### src/rtl/keypad_pkg.sv
// Shared definitions for the keypad scanner: key code constants, the scan
// FSM state encoding and the (row, col) -> key code map.
package keypad_pkg;

    localparam logic [3:0] KEY_0 = 4'h0;
    localparam logic [3:0] KEY_1 = 4'h1;
    localparam logic [3:0] KEY_2 = 4'h2;
    localparam logic [3:0] KEY_3 = 4'h3;
    localparam logic [3:0] KEY_4 = 4'h4;
    localparam logic [3:0] KEY_5 = 4'h5;
    localparam logic [3:0] KEY_6 = 4'h6;
    localparam logic [3:0] KEY_7 = 4'h7;
    localparam logic [3:0] KEY_8 = 4'h8;
    localparam logic [3:0] KEY_9 = 4'h9;
    localparam logic [3:0] KEY_A = 4'hA;  // start
    localparam logic [3:0] KEY_B = 4'hB;  // zero
    localparam logic [3:0] KEY_C = 4'hC;  // confirm
    localparam logic [3:0] KEY_D = 4'hD;  // void
    localparam logic [3:0] KEY_E = 4'hE;  // '*'
    localparam logic [3:0] KEY_F = 4'hF;  // '#'

    typedef enum logic [1:0] {
        SCAN     = 2'd0,
        DEBOUNCE = 2'd1,
        PRESSED  = 2'd2,
        RELEASE  = 2'd3
    } state_e;

    function automatic logic [3:0] key_map(input logic [1:0] row, input logic [1:0] col);
        logic [3:0] code;
        code = KEY_0;
        case ({row, col})
            4'b00_00: code = KEY_1;
            4'b00_01: code = KEY_2;
            4'b00_10: code = KEY_3;
            4'b00_11: code = KEY_A;
            4'b01_00: code = KEY_4;
            4'b01_01: code = KEY_5;
            4'b01_10: code = KEY_6;
            4'b01_11: code = KEY_B;
            4'b10_00: code = KEY_7;
            4'b10_01: code = KEY_8;
            4'b10_10: code = KEY_9;
            4'b10_11: code = KEY_C;
            4'b11_00: code = KEY_E;
            4'b11_01: code = KEY_0;
            4'b11_10: code = KEY_F;
            4'b11_11: code = KEY_D;
            default:  code = KEY_0;
        endcase
        return code;
    endfunction

endpackage

### src/rtl/keypad_scan_encoder_sync.sv
// Two-flop synchroniser for the active-low keypad rows.
// Ports:
//   clk_i    system clock
//   rst_n_i  async active-low reset; outputs reset to all-ones (no key)
//   d_i      asynchronous row inputs
//   q_o      synchronised rows
module keypad_sync (
    input  logic       clk_i,
    input  logic       rst_n_i,
    input  logic [3:0] d_i,
    output logic [3:0] q_o
);

    logic [3:0] meta_q;
    logic [3:0] sync_q;

    always_ff @(posedge clk_i or negedge rst_n_i) begin
        if (!rst_n_i) begin
            meta_q <= 4'hF;
            sync_q <= 4'hF;
        end else begin
            meta_q <= d_i;
            sync_q <= meta_q;
        end
    end

    assign q_o = sync_q;

endmodule

### src/rtl/keypad_scan_encoder.sv
// 4x4 matrix keypad scanner with debounce and key encoding.
//
//   state    | meaning
//   ---------+------------------------------------------------------------
//   SCAN     | walk columns, sample rows on the last clock of each slot
//   DEBOUNCE | column frozen, count stable-low samples of the latched row
//   PRESSED  | key accepted, outputs held, other keys ignored
//   RELEASE  | count stable-high samples; a low sample returns to PRESSED
//
// Ports:
//   clk_i          system clock
//   rst_n_i        async active-low reset
//   row_n_i        keypad rows, active-low, asynchronous
//   col_n_o        column drive, one-hot active-low
//   key_code_o     encoded key, 0 when no key accepted
//   key_pressed_o  high while the accepted key is held
//   key_valid_o    one-clock strobe on each new accepted press
module keypad_scan_encoder
    import keypad_pkg::*;
#(
    parameter int SCAN_DIV     = 4,
    parameter int DEBOUNCE_CYC = 8
) (
    input  logic       clk_i,
    input  logic       rst_n_i,
    input  logic [3:0] row_n_i,
    output logic [3:0] col_n_o,
    output logic [3:0] key_code_o,
    output logic       key_pressed_o,
    output logic       key_valid_o
);

    localparam int SLOT_W = (SCAN_DIV > 1) ? $clog2(SCAN_DIV) : 1;
    localparam int CNT_W  = $clog2(DEBOUNCE_CYC + 1);
    localparam logic [SLOT_W-1:0] SLOT_LAST = SLOT_W'(SCAN_DIV - 1);
    localparam logic [CNT_W-1:0]  CNT_DONE  = CNT_W'(DEBOUNCE_CYC);

    logic [3:0]        row_s;
    state_e            state_q, state_d;
    logic [1:0]        col_q, col_d;
    logic [1:0]        row_q, row_d;
    logic [SLOT_W-1:0] slot_q, slot_d;
    logic [CNT_W-1:0]  cnt_q, cnt_d;
    logic [3:0]        code_q, code_d;
    logic              pressed_q, pressed_d;
    logic              valid_q, valid_d;
    logic [1:0]        low_row;
    logic              row_sel;

    keypad_sync u_sync (
        .clk_i   (clk_i),
        .rst_n_i (rst_n_i),
        .d_i     (row_n_i),
        .q_o     (row_s)
    );

    // Lowest-index active row wins when several keys share a column.
    always_comb begin
        low_row = 2'd3;
        if (!row_s[2]) low_row = 2'd2;
        if (!row_s[1]) low_row = 2'd1;
        if (!row_s[0]) low_row = 2'd0;
    end

    assign row_sel = row_s[row_q];

    always_comb begin
        state_d   = state_q;
        col_d     = col_q;
        row_d     = row_q;
        slot_d    = slot_q;
        cnt_d     = cnt_q;
        code_d    = code_q;
        pressed_d = pressed_q;
        valid_d   = 1'b0;
        case (state_q)
            SCAN: begin
                if (slot_q == SLOT_LAST) begin
                    slot_d = '0;
                    if (row_s != 4'hF) begin
                        row_d   = low_row;
                        cnt_d   = '0;
                        state_d = DEBOUNCE;
                    end else begin
                        col_d = col_q + 2'd1;
                    end
                end else begin
                    slot_d = slot_q + 1'b1;
                end
            end
            DEBOUNCE: begin
                if (row_sel) begin
                    // Bounce before acceptance: resume scanning at the next column.
                    state_d = SCAN;
                    col_d   = col_q + 2'd1;
                    slot_d  = '0;
                end else if (cnt_q == CNT_DONE) begin
                    code_d    = key_map(row_q, col_q);
                    pressed_d = 1'b1;
                    valid_d   = 1'b1;
                    state_d   = PRESSED;
                end else begin
                    cnt_d = cnt_q + 1'b1;
                end
            end
            PRESSED: begin
                if (row_sel) begin
                    cnt_d   = '0;
                    state_d = RELEASE;
                end
            end
            RELEASE: begin
                if (!row_sel) begin
                    state_d = PRESSED;
                end else if (cnt_q == CNT_DONE) begin
                    code_d    = KEY_0;
                    pressed_d = 1'b0;
                    state_d   = SCAN;
                    col_d     = col_q + 2'd1;
                    slot_d    = '0;
                end else begin
                    cnt_d = cnt_q + 1'b1;
                end
            end
            default: state_d = SCAN;
        endcase
    end

    always_ff @(posedge clk_i or negedge rst_n_i) begin
        if (!rst_n_i) begin
            state_q   <= SCAN;
            col_q     <= 2'd0;
            row_q     <= 2'd0;
            slot_q    <= '0;
            cnt_q     <= '0;
            code_q    <= KEY_0;
            pressed_q <= 1'b0;
            valid_q   <= 1'b0;
        end else begin
            state_q   <= state_d;
            col_q     <= col_d;
            row_q     <= row_d;
            slot_q    <= slot_d;
            cnt_q     <= cnt_d;
            code_q    <= code_d;
            pressed_q <= pressed_d;
            valid_q   <= valid_d;
        end
    end

    assign col_n_o       = ~(4'b0001 << col_q);
    assign key_code_o    = code_q;
    assign key_pressed_o = pressed_q;
    assign key_valid_o   = valid_q;

endmodule

### config.mk
export PLATFORM = sky130hd
export DESIGN_NAME = keypad_scan_encoder
export DESIGN_NICKNAME = d
export VERILOG_FILES = /design/src/rtl/keypad_pkg.sv /design/src/rtl/keypad_scan_encoder_sync.sv /design/src/rtl/keypad_scan_encoder.sv
export SDC_FILE = /design/constraint.sdc
export NUM_CORES = 1
export LEC_CHECK = 0
export ABC_AREA = 1
export BUFFER_PORTS_ARGS = -buffer_cell sky130_fd_sc_hd__buf_2
export CORE_MARGIN = 2
export CORE_UTILIZATION = 36
export CTS_BUF_LIST = sky130_fd_sc_hd__clkbuf_2
export DETAILED_ROUTE_END_ITERATION = 16
export PLACE_DENSITY = 0.51
export SLEW_MARGIN = 30
export SYNTH_ARGS = -nofsm -noshare
export SYNTH_HDL_FRONTEND = slang
export SYNTH_SLANG_ARGS = --single-unit
### constraint.sdc
create_clock -name clk_i -period 2 [get_ports clk_i]
set_clock_uncertainty 0.05 [all_clocks]
set_input_delay 0.3 -clock clk_i [delete_from_list [all_inputs] [get_ports clk_i]]
set_output_delay 0.3 -clock clk_i [all_outputs]
set_load 0.01 [all_outputs]
Word-level counts from Yosys, hierarchy flattened

Memory sizes are Yosys's and may differ from the RTL's.
Cells that the tools add are included.

Register bits after elaboration: 26
Bits in writable memories: 0
Input bits: 6
ROM bits: 64
Bits in latches: 0
Memories: 1
Logic and storage cells: 86

Memories:

| name            | words | width | read ports | clocked after memory_dff | wr ports | RTL line         | source |
|---|---|---|---|---|---|---|---|
| (no name shown) | 16    | 4     | 1          | 0                        | 0        | keypad_pkg.sv:32 | `case ({row, col})` |

Multiply operators: 0
Bitwise operators: 1
Shifts and indexed selects: 1
Equal/unequal tests: 17
Div/mod/pow operators: 0
$lt $le $gt $ge: 1
Add/sub/neg operators: 3
Muxes and demuxes: 43
Reduce and logical (&&, ||, !) cells: 9

Operators by type and width:

| kind                                                | number |
|---|---|
| 2-to-1 mux 4 bit                                    | 10 |
| 2-to-1 mux 2 bit                                    | 17 |
| != test 2 bit, second input constant                | 9 |
| case mux 4 bit (4 select lines)                     | 1 |
| AND reduction 5 bit                                 | 3 |
| case mux 2 bit (3 select lines)                     | 2 |
| 2-to-1 mux 1 bit                                    | 9 |
| case mux 2 bit (4 select lines)                     | 1 |
| case mux 4 bit (2 select lines)                     | 1 |
| equality test 2 bit, second input constant          | 3 |
| != test 3 bit, second input constant                | 2 |
| AND reduction 6 bit                                 | 1 |
| adder 2 x 1 -> 2 bit, second input constant         | 2 |
| adder 4 x 1 -> 4 bit, second input constant         | 1 |
| equality test 4 bit, second input constant          | 1 |
| != test 4 bit, second input constant                | 1 |
| NOT 4 bit                                           | 1 |
| AND reduction 4 bit                                 | 1 |
| << shifter 1 x 2 -> 4 bit, first input constant     | 1 |
| < comparator 2 x 3 -> 1 bit, second input constant  | 1 |
| AND reduction 3 bit                                 | 1 |
| nonzero test 3 bit                                  | 1 |
| binary-select mux 1 bit (select 2 bit)              | 1 |
| equality test 2 x 1 -> 1 bit, second input constant | 1 |
| other kinds (3)                                     | 3 |

Logic depth before layout (Yosys ltp)

Word-level depth: 4
Mapped depth: 11

By module

A second synthesis with hierarchy kept.

Cell total of the unflattened synthesis: 153
Area, all modules: 1355.0 um2

By module, submodules not included:

| module              | area an instance (um2) | instances | cells an instance |
|---|---|---|---|
| keypad_scan_encoder | 1144.8                 | 1         | 145 |
| keypad_sync         | 210.2                  | 1         | 8 |

Least setup slack after synthesis

No wires, ideal clock.

Path kind: register -> register
Start: reg cnt_q[0]
End: reg col_q[0]
Data arrival time: 1238 ps
Stages on the path, launching flop included: 10
Required time: 1833 ps
Slack: 595 ps
Cell sequence: dfrtp_1 -> inv_1 -> ha_1 -> nand3_1 -> nor2_1 -> nor2_1 -> a21oi_4 -> nand2_1 -> nand2_1 -> nand2_1

Word-level cells in the longest chain between the ends: 3

RTL lines:

| element                              | RTL line                   | source |
|---|---|---|
| from (decl)                          | keypad_scan_encoder.sv:43  | `logic [CNT_W-1:0] cnt_q, cnt_d;` |
| from (signal assigned)               | keypad_scan_encoder.sv:144 | `cnt_q <= cnt_d;` |
| equality test 4 bit                  | keypad_scan_encoder.sv:115 | `end else if (cnt_q == CNT_DONE) begin` |
| != test 2 bit (no source line)       | n/a                        |  |
| AND reduction 6 bit (no source line) | n/a                        |  |
| to (signal assigned)                 | keypad_scan_encoder.sv:141 | `col_q <= col_d;` |
| to (decl)                            | keypad_scan_encoder.sv:40  | `logic [1:0] col_q, col_d;` |

No other way between the ends.
A chain may end at the register's enable or synchronous reset.

Final worst setup path

Start: reg col_q[0]
End: out col_n_o[0]

Word-level cells in the longest chain between the ends: 2

RTL lines:

| element                   | RTL line                   | source |
|---|---|---|
| << shifter 1 x 2 -> 4 bit | keypad_scan_encoder.sv:151 | `assign col_n_o = ~(4'b0001 << col_q);` |
| NOT 4 bit                 | keypad_scan_encoder.sv:151 |  |
| to (decl)                 | keypad_scan_encoder.sv:27  | `output logic [3:0] col_n_o,` |

No other way between the ends.

==> impl_metrics.json <==
{
  "final_cells": 227,
  "drive_gt1_share_pct": 24.0,
  "yosysWarnings": 0,
  "grt_max_degree": 27,
  "criticalPathCategory": "reg2out",
  "synthesis.nets": 172,
  "drt_iter0_drc": 79,
  "areaGrowthSynthToFinish_pct": 15.7,
  "tightest_slew_ns": 0.572,
  "synth-main-ff-cell": "dfrtp_1",
  "cts_buffer_depth": 2,
  "wl_per_cell_um": 11.1,
  "synth_most_common_cell": "nand2_1",
  "antenna_found_initial": 0,
  "die-area_mm2": 0.00438,
  "setup_violations": 0,
  "numCtsBuffers": 3,
  "holdBufCountCts": 5,
  "dr.pass1.iters": 4,
  "die_h_um": 66.2,
  "ys_types": 27,
  "fmax_mhz": 555,
  "grt_pass1_wl_um": 4660,
  "fin_crit_sh_pct": 90.1,
  "synth.avg_cell_area_um2": 8.92,
  "totalWireLength_um": 2510,
  "cts_max_level": 1,
  "portBuffers": 15,
  "root_buffer": "clkbuf_2",
  "p_leak_nw": 0.846,
  "ant_nets": 0,
  "hpwl_um": 1910,
  "cp_data_required_time_ns": 1.65,
  "grtUsageTotal_pct": 14.1,
  "yosys.area.top_type": "dfrtp_1",
  "viasPerCell": 4.72,
  "clkPwrFrac_pct": 15.3,
  "swShare_pct": 44.6,
  "cts_resized": 0,
  "pwr_density_cell_mw_per_mm2": 1330,
  "arrival_ns": 1.45,
  "power_mw": 2.15,
  "overflow": 0,
  "ys_top_cells_by_count": "40 x nand2_1, 19 x inv_1, 18 x dfrtp_1",
  "n_antenna_cell": 0,
  "gp_congestion": 0.799,
  "dp.cells": 218,
  "cts_tree": "done",
  "initial_utilization_pct": 37.7,
  "fin_worst_hold_slack_ns": 0.325,
  "hold_class": "reg2reg",
  "first_global_vias": 1071,
  "syn_inst": 156,
  "slew_violations": 0,
  "ys_top_cells_by_area": "dfrtp_1 32%, dfstp_2 15%, nand2_1 11%",
  "seq_power_share_pct": 37.5,
  "async_flop_share_pct": 100,
  "rows": 22,
  "nets": 196,
  "relSlewSlack_pct": 61.9,
  "yosys.area.top_type_share_pct": 32.4,
  "cts.sink_count": 26,
  "start_kind": "register",
  "p_switching_uw": 957,
  "boundaryPins": 16,
  "status": "completed",
  "crit_fanout": 7,
  "intPower_mw": 1.19,
  "synthesis.area_mm2": 0.00139,
  "rsz0062_at_grt": "false",
  "clkLatencyLatePin_ns": 0.35,
  "clk_pin_slew_ns": 0.25,
  "vias": 1071,
  "end_kind": "output pin",
  "setup_tns_ns": 0,
  "ys_ff_latch": 26,
  "cap_violations": 0,
  "final_core_util_pct": 43.7,
  "combPwrFrac_pct": 47.2,
  "drc": 0,
  "synth_edf_count": 0,
  "ir_drop_v": 0.000391,
  "timing.final.crit_period_ns": 1.80,
  "die_x_um": 66.2,
  "post_cts_buffers": 0,
  "hold_violations": 0,
  "seq_area_frac_synth_pct": 47.5,
  "core_mm2": 0.00369
}
## cells by family after synthesis
logic type | count (synthesis) | synth area share, %
buffers and inverters | 24 | 7.19
AOI/OAI and AO/OA | 26 | 11.6
and+or+nand+nor | 70 | 24.7
DFF | 26 | 47.5
adders and majority gates | 10 | 8.99
## metal layers
metal | up-vias | track usage [%] | wire (um)
met5 | - | 0 | 0
met4 | 0 | 4.59 | 20
met3 | 2 | 3.07 | 98
met2 | 20 | 23.9 | 1210
met1 | 504 | 17.6 | 1190
li1 | 545 | - | -
## power by group through the flow
stage,clock [mW],sequential [mW],combinational [mW]
2_1_floorplan,0,0.768,0.816
3_3_place_gp,0,0.807,0.995
3_5_place_dp,0,0.816,1.01
4_1_cts,0.345,0.804,1.03
5_1_grt,0.377,0.838,1.16
6_report,0.328,0.806,1.01
## area by class of cell
| cell class | instances | area (um2) |
|---|---|---|
| well taps | 48 | 60.1 |
| inverters | 23 | 88.8 |
| repair buffers | 20 | 125 |
| multi-input cells | 106 | 631 |
| clock inverters | 1 | 30.0 |
| fillers | 367 | 2080 |
| flip-flops and latches | 26 | 661 |
| clock buffers | 3 | 15.0 |
## placed cells by master, fill, tap and decap left out, types with 4 or more instances in the layout
cell	instances
nor2_1	4
inv_1	19
dlygate4sd3_1	5
o21bai_1	4
dfstp_2	8
nand3_1	13
ha_1	10
nand2_1	40
dfrtp_1	18
o21ai_0	14
buf_2	15
## worst paths after layout
check	startpoint	to	slack (ns)	cells after the start
max in group asynchronous	rst_n_i	u_sync.meta_q[1]	1.14	2
hold / removal	u_sync.meta_q[2]	u_sync.q_o[2]	0.33	0
min in group asynchronous	rst_n_i	col_q[0]	0.37	2
setup reg to reg	cnt_q[0]	col_q[0]	0.38	9
hold reg to reg	u_sync.meta_q[2]	u_sync.q_o[2]	0.33	0
setup / recovery	col_q[0]	col_n_o[0]	0.20	4
## flip-flops by register name (all words and copies together) (netlist names), 2 cells and up, named ones only
register and count:
cnt_q 4, key_code_o 4, u_sync.meta_q 4, u_sync.q_o 4, col_q 2, row_q 2
slot_q 2
## worst max-delay path: stages (launching register included)
cell     delay, ns
dfrtp_1       0.51
inv_1         0.18
ha_1          0.23
inv_1         0.06
buf_2         0.12
## stage by stage
step                cell area, um2  setup slack [ns]
CTS                           1610             0.144
floorplan                     1390             0.595
detailed placement            1520             0.423
global placement              1520             0.470
finish                        1610             0.198
global route                  1610           0.00577
Power figures use the tool's default switching activity.
